==> config.mk <==
export PLATFORM = sky130hd
export DESIGN_NAME = usb_kbd_events
export DESIGN_NICKNAME = d
export VERILOG_FILES = /design/src/rtl/usb_kbd_events.sv
export SDC_FILE = /design/constraint.sdc
export NUM_CORES = 1
export LEC_CHECK = 0
export ABC_AREA = 1
export BUFFER_PORTS_ARGS = -buffer_cell sky130_fd_sc_hd__buf_2
export CAP_MARGIN = 20
export CORE_AREA = 5 5 191 193
export CTS_CLUSTER_DIAMETER = 80
export DETAILED_ROUTE_END_ITERATION = 16
export DIE_AREA = 0 0 196 198
export HOLD_SLACK_MARGIN = 0.06
export PLACE_DENSITY = 0.66
export REMOVE_ABC_BUFFERS = 1
export SKIP_CTS_REPAIR_TIMING = 1
export SLEW_MARGIN = 10
export SYNTH_ARGS = -nofsm -noshare
export SYNTH_HDL_FRONTEND = slang
export SYNTH_SLANG_ARGS = --single-unit
==> constraint.sdc <==
create_clock -name clk -period 8.1 [get_ports clk]
set_input_delay 2.025 -clock clk [delete_from_list [all_inputs] [get_ports clk]]
set_output_delay 2.025 -clock clk [all_outputs]
set_load 0.05 [all_outputs]
==> src/rtl/usb_kbd_events.sv <==
// Turns successive boot-protocol HID keyboard reports into make/break events queued in a FIFO.
// Define USB_KBD_TYPEMATIC_EN to add auto-repeat of the most recently pressed key.
module usb_kbd_events #(
    parameter int unsigned FIFO_DEPTH   = 16,
    parameter int unsigned REPEAT_DELAY = 12_500_000,
    parameter int unsigned REPEAT_RATE  = 2_500_000
) (
    input  logic                        clk,
    input  logic                        reset_n_i,
    input  logic [63:0]                 usb_report_i,
    input  logic                        usb_report_valid_i,
    output logic [9:0]                  event_o,
    output logic                        event_valid_o,
    input  logic                        event_ready_i,
    output logic [$clog2(FIFO_DEPTH):0] count_o,
    output logic [7:0]                  modifiers_o,
    output logic                        overflow_o,
    input  logic                        clear_i
);
    localparam int          AW      = $clog2(FIFO_DEPTH);
    localparam logic [AW:0] DEPTH_C = (AW + 1)'(FIFO_DEPTH);

    typedef enum logic [2:0] {S_IDLE, S_MOD, S_REL, S_PRS, S_COMMIT} state_t;

    // Stored report layout: [55:8] key slots 0..5, [7:0] modifiers; the reserved byte is dropped.
    logic [55:0] rpt_in;
    logic        rollover;
    logic        unused_reserved;

    assign rpt_in          = {usb_report_i[63:16], usb_report_i[7:0]};
    assign rollover        = (usb_report_i[63:16] == {6{8'h01}});
    assign unused_reserved = ^usb_report_i[15:8];

    state_t      state_q, state_d;
    logic [2:0]  idx_q, idx_d;
    logic [55:0] old_q, old_d;
    logic [55:0] new_q, new_d;
    logic [55:0] pend_q, pend_d;
    logic        pend_vld_q, pend_vld_d;

    logic [AW-1:0] wr_ptr_q, wr_ptr_d;
    logic [AW-1:0] rd_ptr_q, rd_ptr_d;
    logic [AW:0]   cnt_q, cnt_d;
    logic          ovf_q, ovf_d;
    logic [9:0]    mem_q [FIFO_DEPTH];
    logic [9:0]    head;

    logic       push;
    logic [9:0] push_data;
    logic       pop;
    logic       full;
    logic       wr_en;

`ifdef USB_KBD_TYPEMATIC_EN
    logic [7:0]  rpt_key_q, rpt_key_d;
    logic        rpt_vld_q, rpt_vld_d;
    logic [31:0] rpt_tmr_q, rpt_tmr_d;
    logic        rpt_in_new;
`endif

    // Slots 6 and 7 are padding so a 3-bit index never leaves the array.
    logic [7:0] old_keys [8];
    logic [7:0] new_keys [8];

    genvar gi;
    generate
        for (gi = 0; gi < 8; gi++) begin : g_keys
            if (gi < 6) begin : g_slot
                assign old_keys[gi] = old_q[8 + 8*gi +: 8];
                assign new_keys[gi] = new_q[8 + 8*gi +: 8];
            end else begin : g_pad
                assign old_keys[gi] = 8'h00;
                assign new_keys[gi] = 8'h00;
            end
        end
    endgenerate

    logic [7:0] cur_old;
    logic [7:0] cur_new;
    logic       old_in_new;
    logic       new_in_old;

    assign cur_old = old_keys[idx_q];
    assign cur_new = new_keys[idx_q];

    always_comb begin
        old_in_new = 1'b0;
        new_in_old = 1'b0;
        for (int j = 0; j < 6; j++) begin
            if (new_keys[j] == cur_old) old_in_new = 1'b1;
            if (old_keys[j] == cur_new) new_in_old = 1'b1;
        end
    end

`ifdef USB_KBD_TYPEMATIC_EN
    always_comb begin
        rpt_in_new = 1'b0;
        for (int j = 0; j < 6; j++) begin
            if (new_keys[j] == rpt_key_q) rpt_in_new = 1'b1;
        end
    end
`endif

    // Scan sequencer: fixed 21-cycle walk over modifiers, released keys, pressed keys, commit.
    always_comb begin
        state_d    = state_q;
        idx_d      = idx_q;
        old_d      = old_q;
        new_d      = new_q;
        pend_d     = pend_q;
        pend_vld_d = pend_vld_q;
        push       = 1'b0;
        push_data  = 10'h000;
`ifdef USB_KBD_TYPEMATIC_EN
        rpt_key_d  = rpt_key_q;
        rpt_vld_d  = rpt_vld_q;
        rpt_tmr_d  = rpt_tmr_q;
        if (rpt_vld_q && (rpt_tmr_q > 32'd1)) begin
            rpt_tmr_d = rpt_tmr_q - 32'd1;
        end
`endif

        if ((state_q != S_IDLE) && usb_report_valid_i && !rollover) begin
            pend_d     = rpt_in;
            pend_vld_d = 1'b1;
        end

        case (state_q)
            S_IDLE: begin
                if (usb_report_valid_i && !rollover) begin
                    new_d   = rpt_in;
                    idx_d   = 3'd0;
                    state_d = S_MOD;
                end
`ifdef USB_KBD_TYPEMATIC_EN
                // An expired timer waits here so repeats never collide with scan pushes.
                if (rpt_vld_q && (rpt_tmr_q <= 32'd1)) begin
                    push      = 1'b1;
                    push_data = {2'b11, rpt_key_q};
                    rpt_tmr_d = REPEAT_RATE;
                end
`endif
            end
            S_MOD: begin
                if (old_q[idx_q] != new_q[idx_q]) begin
                    push      = 1'b1;
                    push_data = {1'b0, new_q[idx_q], 5'b11100, idx_q};
                end
                if (idx_q == 3'd7) begin
                    idx_d   = 3'd0;
                    state_d = S_REL;
                end else begin
                    idx_d = idx_q + 3'd1;
                end
            end
            S_REL: begin
                if ((cur_old != 8'h00) && !old_in_new) begin
                    push      = 1'b1;
                    push_data = {2'b00, cur_old};
                end
                if (idx_q == 3'd5) begin
                    idx_d   = 3'd0;
                    state_d = S_PRS;
                end else begin
                    idx_d = idx_q + 3'd1;
                end
            end
            S_PRS: begin
                if ((cur_new != 8'h00) && !new_in_old) begin
                    push      = 1'b1;
                    push_data = {2'b01, cur_new};
`ifdef USB_KBD_TYPEMATIC_EN
                    rpt_key_d = cur_new;
                    rpt_vld_d = 1'b1;
                    rpt_tmr_d = REPEAT_DELAY;
`endif
                end
                if (idx_q == 3'd5) begin
                    idx_d   = 3'd0;
                    state_d = S_COMMIT;
                end else begin
                    idx_d = idx_q + 3'd1;
                end
            end
            S_COMMIT: begin
                old_d = new_q;
                idx_d = 3'd0;
                // A strobe landing on this very cycle is newer than anything pending.
                if (usb_report_valid_i && !rollover) begin
                    new_d      = rpt_in;
                    pend_vld_d = 1'b0;
                    state_d    = S_MOD;
                end else if (pend_vld_q) begin
                    new_d      = pend_q;
                    pend_vld_d = 1'b0;
                    state_d    = S_MOD;
                end else begin
                    state_d = S_IDLE;
                end
`ifdef USB_KBD_TYPEMATIC_EN
                if (rpt_vld_q && !rpt_in_new) begin
                    rpt_vld_d = 1'b0;
                end
`endif
            end
            default: begin
                state_d = S_IDLE;
                idx_d   = 3'd0;
            end
        endcase
    end

    // A pop frees the slot in the same cycle, so a full FIFO still accepts a push.
    always_comb begin
        pop      = (cnt_q != '0) && event_ready_i;
        full     = (cnt_q == DEPTH_C);
        wr_en    = push && (!full || pop);
        wr_ptr_d = wr_en ? wr_ptr_q + 1'b1 : wr_ptr_q;
        rd_ptr_d = pop ? rd_ptr_q + 1'b1 : rd_ptr_q;
        case ({wr_en, pop})
            2'b10:   cnt_d = cnt_q + 1'b1;
            2'b01:   cnt_d = cnt_q - 1'b1;
            default: cnt_d = cnt_q;
        endcase
        ovf_d = ovf_q;
        if (clear_i) ovf_d = 1'b0;
        if (push && !wr_en) ovf_d = 1'b1;
    end

    always_ff @(posedge clk or negedge reset_n_i) begin
        if (!reset_n_i) begin
            state_q    <= S_IDLE;
            idx_q      <= 3'd0;
            old_q      <= '0;
            new_q      <= '0;
            pend_q     <= '0;
            pend_vld_q <= 1'b0;
            wr_ptr_q   <= '0;
            rd_ptr_q   <= '0;
            cnt_q      <= '0;
            ovf_q      <= 1'b0;
`ifdef USB_KBD_TYPEMATIC_EN
            rpt_key_q  <= 8'h00;
            rpt_vld_q  <= 1'b0;
            rpt_tmr_q  <= 32'd0;
`endif
        end else begin
            state_q    <= state_d;
            idx_q      <= idx_d;
            old_q      <= old_d;
            new_q      <= new_d;
            pend_q     <= pend_d;
            pend_vld_q <= pend_vld_d;
            wr_ptr_q   <= wr_ptr_d;
            rd_ptr_q   <= rd_ptr_d;
            cnt_q      <= cnt_d;
            ovf_q      <= ovf_d;
`ifdef USB_KBD_TYPEMATIC_EN
            rpt_key_q  <= rpt_key_d;
            rpt_vld_q  <= rpt_vld_d;
            rpt_tmr_q  <= rpt_tmr_d;
`endif
        end
    end

    always_ff @(posedge clk) begin
        if (wr_en) begin
            mem_q[wr_ptr_q] <= push_data;
        end
    end

    assign head          = mem_q[rd_ptr_q];
    assign event_valid_o = (cnt_q != '0);
    assign count_o       = cnt_q;
    assign modifiers_o   = old_q[7:0];
    assign overflow_o    = ovf_q;

`ifdef USB_KBD_TYPEMATIC_EN
    assign event_o = event_valid_o ? head : 10'h000;
`else
    logic unused_head_rpt;
    logic unused_params;

    assign event_o         = event_valid_o ? {1'b0, head[8:0]} : 10'h000;
    assign unused_head_rpt = head[9];
    assign unused_params   = ^{REPEAT_DELAY, REPEAT_RATE};
`endif

endmodule

# ---- After elaboration in Yosys (flattened, before gate mapping)
# Memories as Yosys holds them, arrays and structs flattened.
# Index checks and enable logic that the tools add are counted.
dict set report op_classes {
  eq_ne 28
  magnitude_cmp 2
  bitwise_logic 1
  reduce_logical 25
  n_addsub 5
  muxes 55
}
# cell n
set op_table {}
lappend op_table {{$mux W56} 3}
lappend op_table {{$pmux W56 S2} 1}
lappend op_table {{$eq A8 B8 Y1} 12}
lappend op_table {{$bmux W8 S3} 2}
lappend op_table {{$eq A48 B41 Y1 const B} 1}
lappend op_table {{$mux W8} 5}
lappend op_table {{$mux W1} 27}
lappend op_table {{$mux W9} 3}
lappend op_table {{$pmux W9 S3} 1}
lappend op_table {{$mux W3} 7}
lappend op_table {{$reduce_bool A8 Y1} 2}
lappend op_table {{$pmux W3 S5} 1}
lappend op_table {{$pmux W5 S2} 1}
lappend op_table {{$eq A3 B3 Y1 const B} 3}
lappend op_table {{$pmux W3 S3} 1}
lappend op_table {{$add A4 B1 Y4 const B} 2}
lappend op_table {{$logic_and A1 B1 Y1} 8}
lappend op_table {{$ne A2 B2 Y1 const B} 4}
lappend op_table {{$lt A3 B7 Y1 const B} 1}
lappend op_table {{$bmux W1 S3} 2}
lappend op_table {{$eq A3 B2 Y1 const B} 2}
lappend op_table {{$reduce_bool A2 Y1} 3}
lappend op_table {{$add A5 B1 Y5 const B} 1}
lappend op_table {{$eq A5 B5 Y1 const B} 1}
lappend op_table {{other kinds (18)} 22}
dict set report totals {
  n_memories 1
  output_inout_bits 25
  register_bits 189
  input_bits 69
  word_cells 127
  ram_bits 144
}
# name depth width read_ports rd_clocked_by_memory_dff wr line
set memory_table {}
lappend memory_table {mem_q 16 9 1 0 1 45} ;# logic [9:0] mem_q [FIFO_DEPTH];

# ---- Depth between registers and ports, before layout
dict set report logic_depth {
  ltp_word 19
  mapped_depth 26
  depth_no_buf 25
}

# ---- Least setup slack after synthesis
# OpenSTA, ideal clock, no wires.
dict set report synth_path {
  path_type {register to output}
  from {register rd_ptr_q[0]}
  to {output event_o[5]}
  path_stages_with_launch 9
  path_slack_ps 3971
  path_buffers 2
  arrival_ps 2104
  t_required_ps 6075
  path_cell_list {dfrtp_1 > clkbuf_1 > clkbuf_1 > o21ai_0 > o22ai_1 > nor2_1 > nor2_1 > o21ai_0 > a21oi_1}
}
dict set report synth_between {
  elab_chain_cells 2
}
# item line
set synth_lines {}
lappend synth_lines {{start, declared} 42} ;# logic [AW-1:0] rd_ptr_q, rd_ptr_d;
lappend synth_lines {{start signal, assigned} 255} ;# rd_ptr_q <= rd_ptr_d;
lappend synth_lines {{$mem_v2 Z16 W9} n/a}
lappend synth_lines {{$mux W9} 284} ;# assign event_o = event_valid_o ? {1'b0, head[8:0]} : 10'h000;
lappend synth_lines {{end, declared} 12} ;# output logic [9:0] event_o,
# No other way between the ends.

# ---- Worst setup path in the final report
dict set report layout_path {
  from {register rd_ptr_q[0]}
  to {output event_o[7]}
}
# Same word-level chain as after synthesis.

==> reports/metrics.cfg <==
[sta]
finalSetupTns_ps = 0
fmax_ghz = 0.201
max_slew_margin = 0.283
finalCriticalPeriod_ps = 4960
hold_viol = 0
tightest_slew_ps = 1080
rsz0062_at_grt = false
setup_ws_ps = 3140
maxSlewViolCount = 0
finalSetupViolations = 0
fin_crit_sh = 0.613
skew_ps = 10.6

[drt]
drt_iter0_markers = 1124
wire_per_inst_um = 17.8
vias = 13600
first_pass_iters = 6
wirelength_um = 44300
drc = 0
ant_nets = 0
routed_via_density = 5.48

[clock_network]
tritoncts = built
cts_made_buffers = 37
clkTransAtPathRegs_ps = 60
clockBufferDepth = 3
insertion_delay_ps = 510
htree_levels = 2
cts_root_buf = clkbuf_16
clock_sinks = 333

[floorplanning]
rows = 68
coreArea_sq_um = 34400
io-pin-count = 94
die-height_um = 198
die_width_um = 196
die_area_sq_um = 38800
start_util = 0.493

[synth]
synth_area_sq_um = 17000
yosys_warnings = 0
syn_avg_cell_area_sq_um = 8.62
synth_top_cell_by_area = dfrtp_1
muxShareOfSynthArea = 0
synth_edf_count = 144
synth_top_family_by_area = simple AND/OR/NAND/NOR gates
synth-async-reset-ratio = 0.568
ys_types = 43
synth_seq_cells = 333
synth-main-ff-cell = dfrtp_1
synthSimpleGateAreaFrac = 0.230
syn_inst = 1966
synth_xor_area_frac = 0.00760
synth_fa_ha_area_frac = 0.0100
synth_area_leaders = dfrtp_1 (28%), edfxtp_1 (26%), nand2_1 (12%)
yosysSeqAreaShare = 0.534
synth_compound_area_frac = 0.145
synth.top_cell.area_share = 0.279

[setup_path]
path_max_fanout = 53
crit_arrival_ps = 2940
startpoint_type = register
crit_path_end_kind = output pin
path_class = register to output pin
required_ps = 6080

[global_routing]
grt_pass1_vias = 12700
grt_pass1_wl_um = 69500
antenna_found_initial = 0
grt_usage = 0.224
overflow = 0
grt_max_degree = 133

[layout]
area_growth_pct = 11.5
diodes = 0
layout_commonest_cell = nand2_1
fill_cells = 3139
fin_util = 0.550
drive_gt1_frac = 0.123
nets = 2089
layout_common_cells = nand2_1 (535), o21ai_0 (251), dfrtp_1 (187)

[power]
ir_worst_vdd_mv = 0.463
p_per_area_nw_per_um2 = 472
p_leak_nw = 8.48

[place]
place_ws_ps = 3160
place_congestion = 0.909
dpl.hpwl_um = 29500
port_buffers = 84

[run_status]
status = finished clean

[worst_hold_path]
hold_path_class = register to register

[run]
cap_violations = 0

## power breakdown
group / internal (mW) / switching [mW]
sequential: 2.58 / 0.342
combinational: 1.20 / 3.11
clock: 1.03 / 0.654
## flip-flops by register name, indices dropped and copies added (netlist names)
register	cells
new_q	56
old_q	56
wr_ptr_q	4
mem_q	144
idx_q	3
pend_vld_q	1
count_o	5
overflow_o	1
rd_ptr_q	4
pend_q	56
state_q	3
## Yosys cell counts, drive strengths merged (17+ instances only)
library cell and count:
nand2 573, o21ai 263, inv 200, dfrtp 189
nor2 150, edfxtp 144, nand3 144, o211ai 74
clkbuf 72, o221ai 33, buf 30, a21oi 17
## worst max-delay path, cell delays in order, from the launching register on
cell	delay, ps
dfrtp_2	410
inv_2	320
buf_4	550
o21ai_0	170
o221ai_1	340
nand3_1	170
a21oi_1	170
buf_2	280
## worst paths after layout
check | startpoint | cells after the start | slack, ps | end
max | rd_ptr_q[0] | 7 | 3140 | event_o[7]
min | pend_q[33] | 2 | 480 | pend_q[33]
max reg2reg | idx_q[0] | 13 | 3210 | mem_q[6][7]
min reg2reg | pend_q[33] | 2 | 480 | pend_q[33]
max in group asynchronous | reset_n_i | 3 | 5070 | idx_q[0]
min in group asynchronous | reset_n_i | 1 | 1400 | pend_q[53]
## metrics by stage
step	area, sq um	hold WS, ps	instances	power, mW
2_1_floorplan	16500	453	1864	5.86
3_3_place_gp	17600	466	2419	7.10
3_5_place_dp	17600	473	2421	7.23
4_1_cts	18800	487	2483	8.95
5_1_grt	18900	502	2485	9.57
6_report	18900	483	2485	8.92
## metal layers
metal  global-route usage  vias up  share of wire  wire [um]
met5                    0        -              0          0
met4               0.0721        0          0.033       1460
met2                0.371      462           0.48      21300
met3               0.0294       76          0.061       2720
li1                     -     6657              -          -
met1                0.310     6419           0.42      18800
## final cells by class
cell class                 count  area, sq um  area share
inverter                     201          757      0.0400
clock inverter                 8          120     0.00635
tap                          455          569      0.0301
sequential                   333         9060       0.479
multi-input combinational   1330         6680       0.353
timing repair buffer         104          619      0.0328
clock buffer                  54         1100      0.0582
## cell families (layout without fill, tap and decap cells)
group	count (synthesis)	after routing
buffers and inverters	303	367
DFF	333	333
and+or+nand+nor	900	900
AOI/OAI and AO/OA	403	403
xor gates and xnor gates	13	13
adders and majority gates	13	13
other	1	1
No activity file was read; power rests on OpenSTA's default activity.
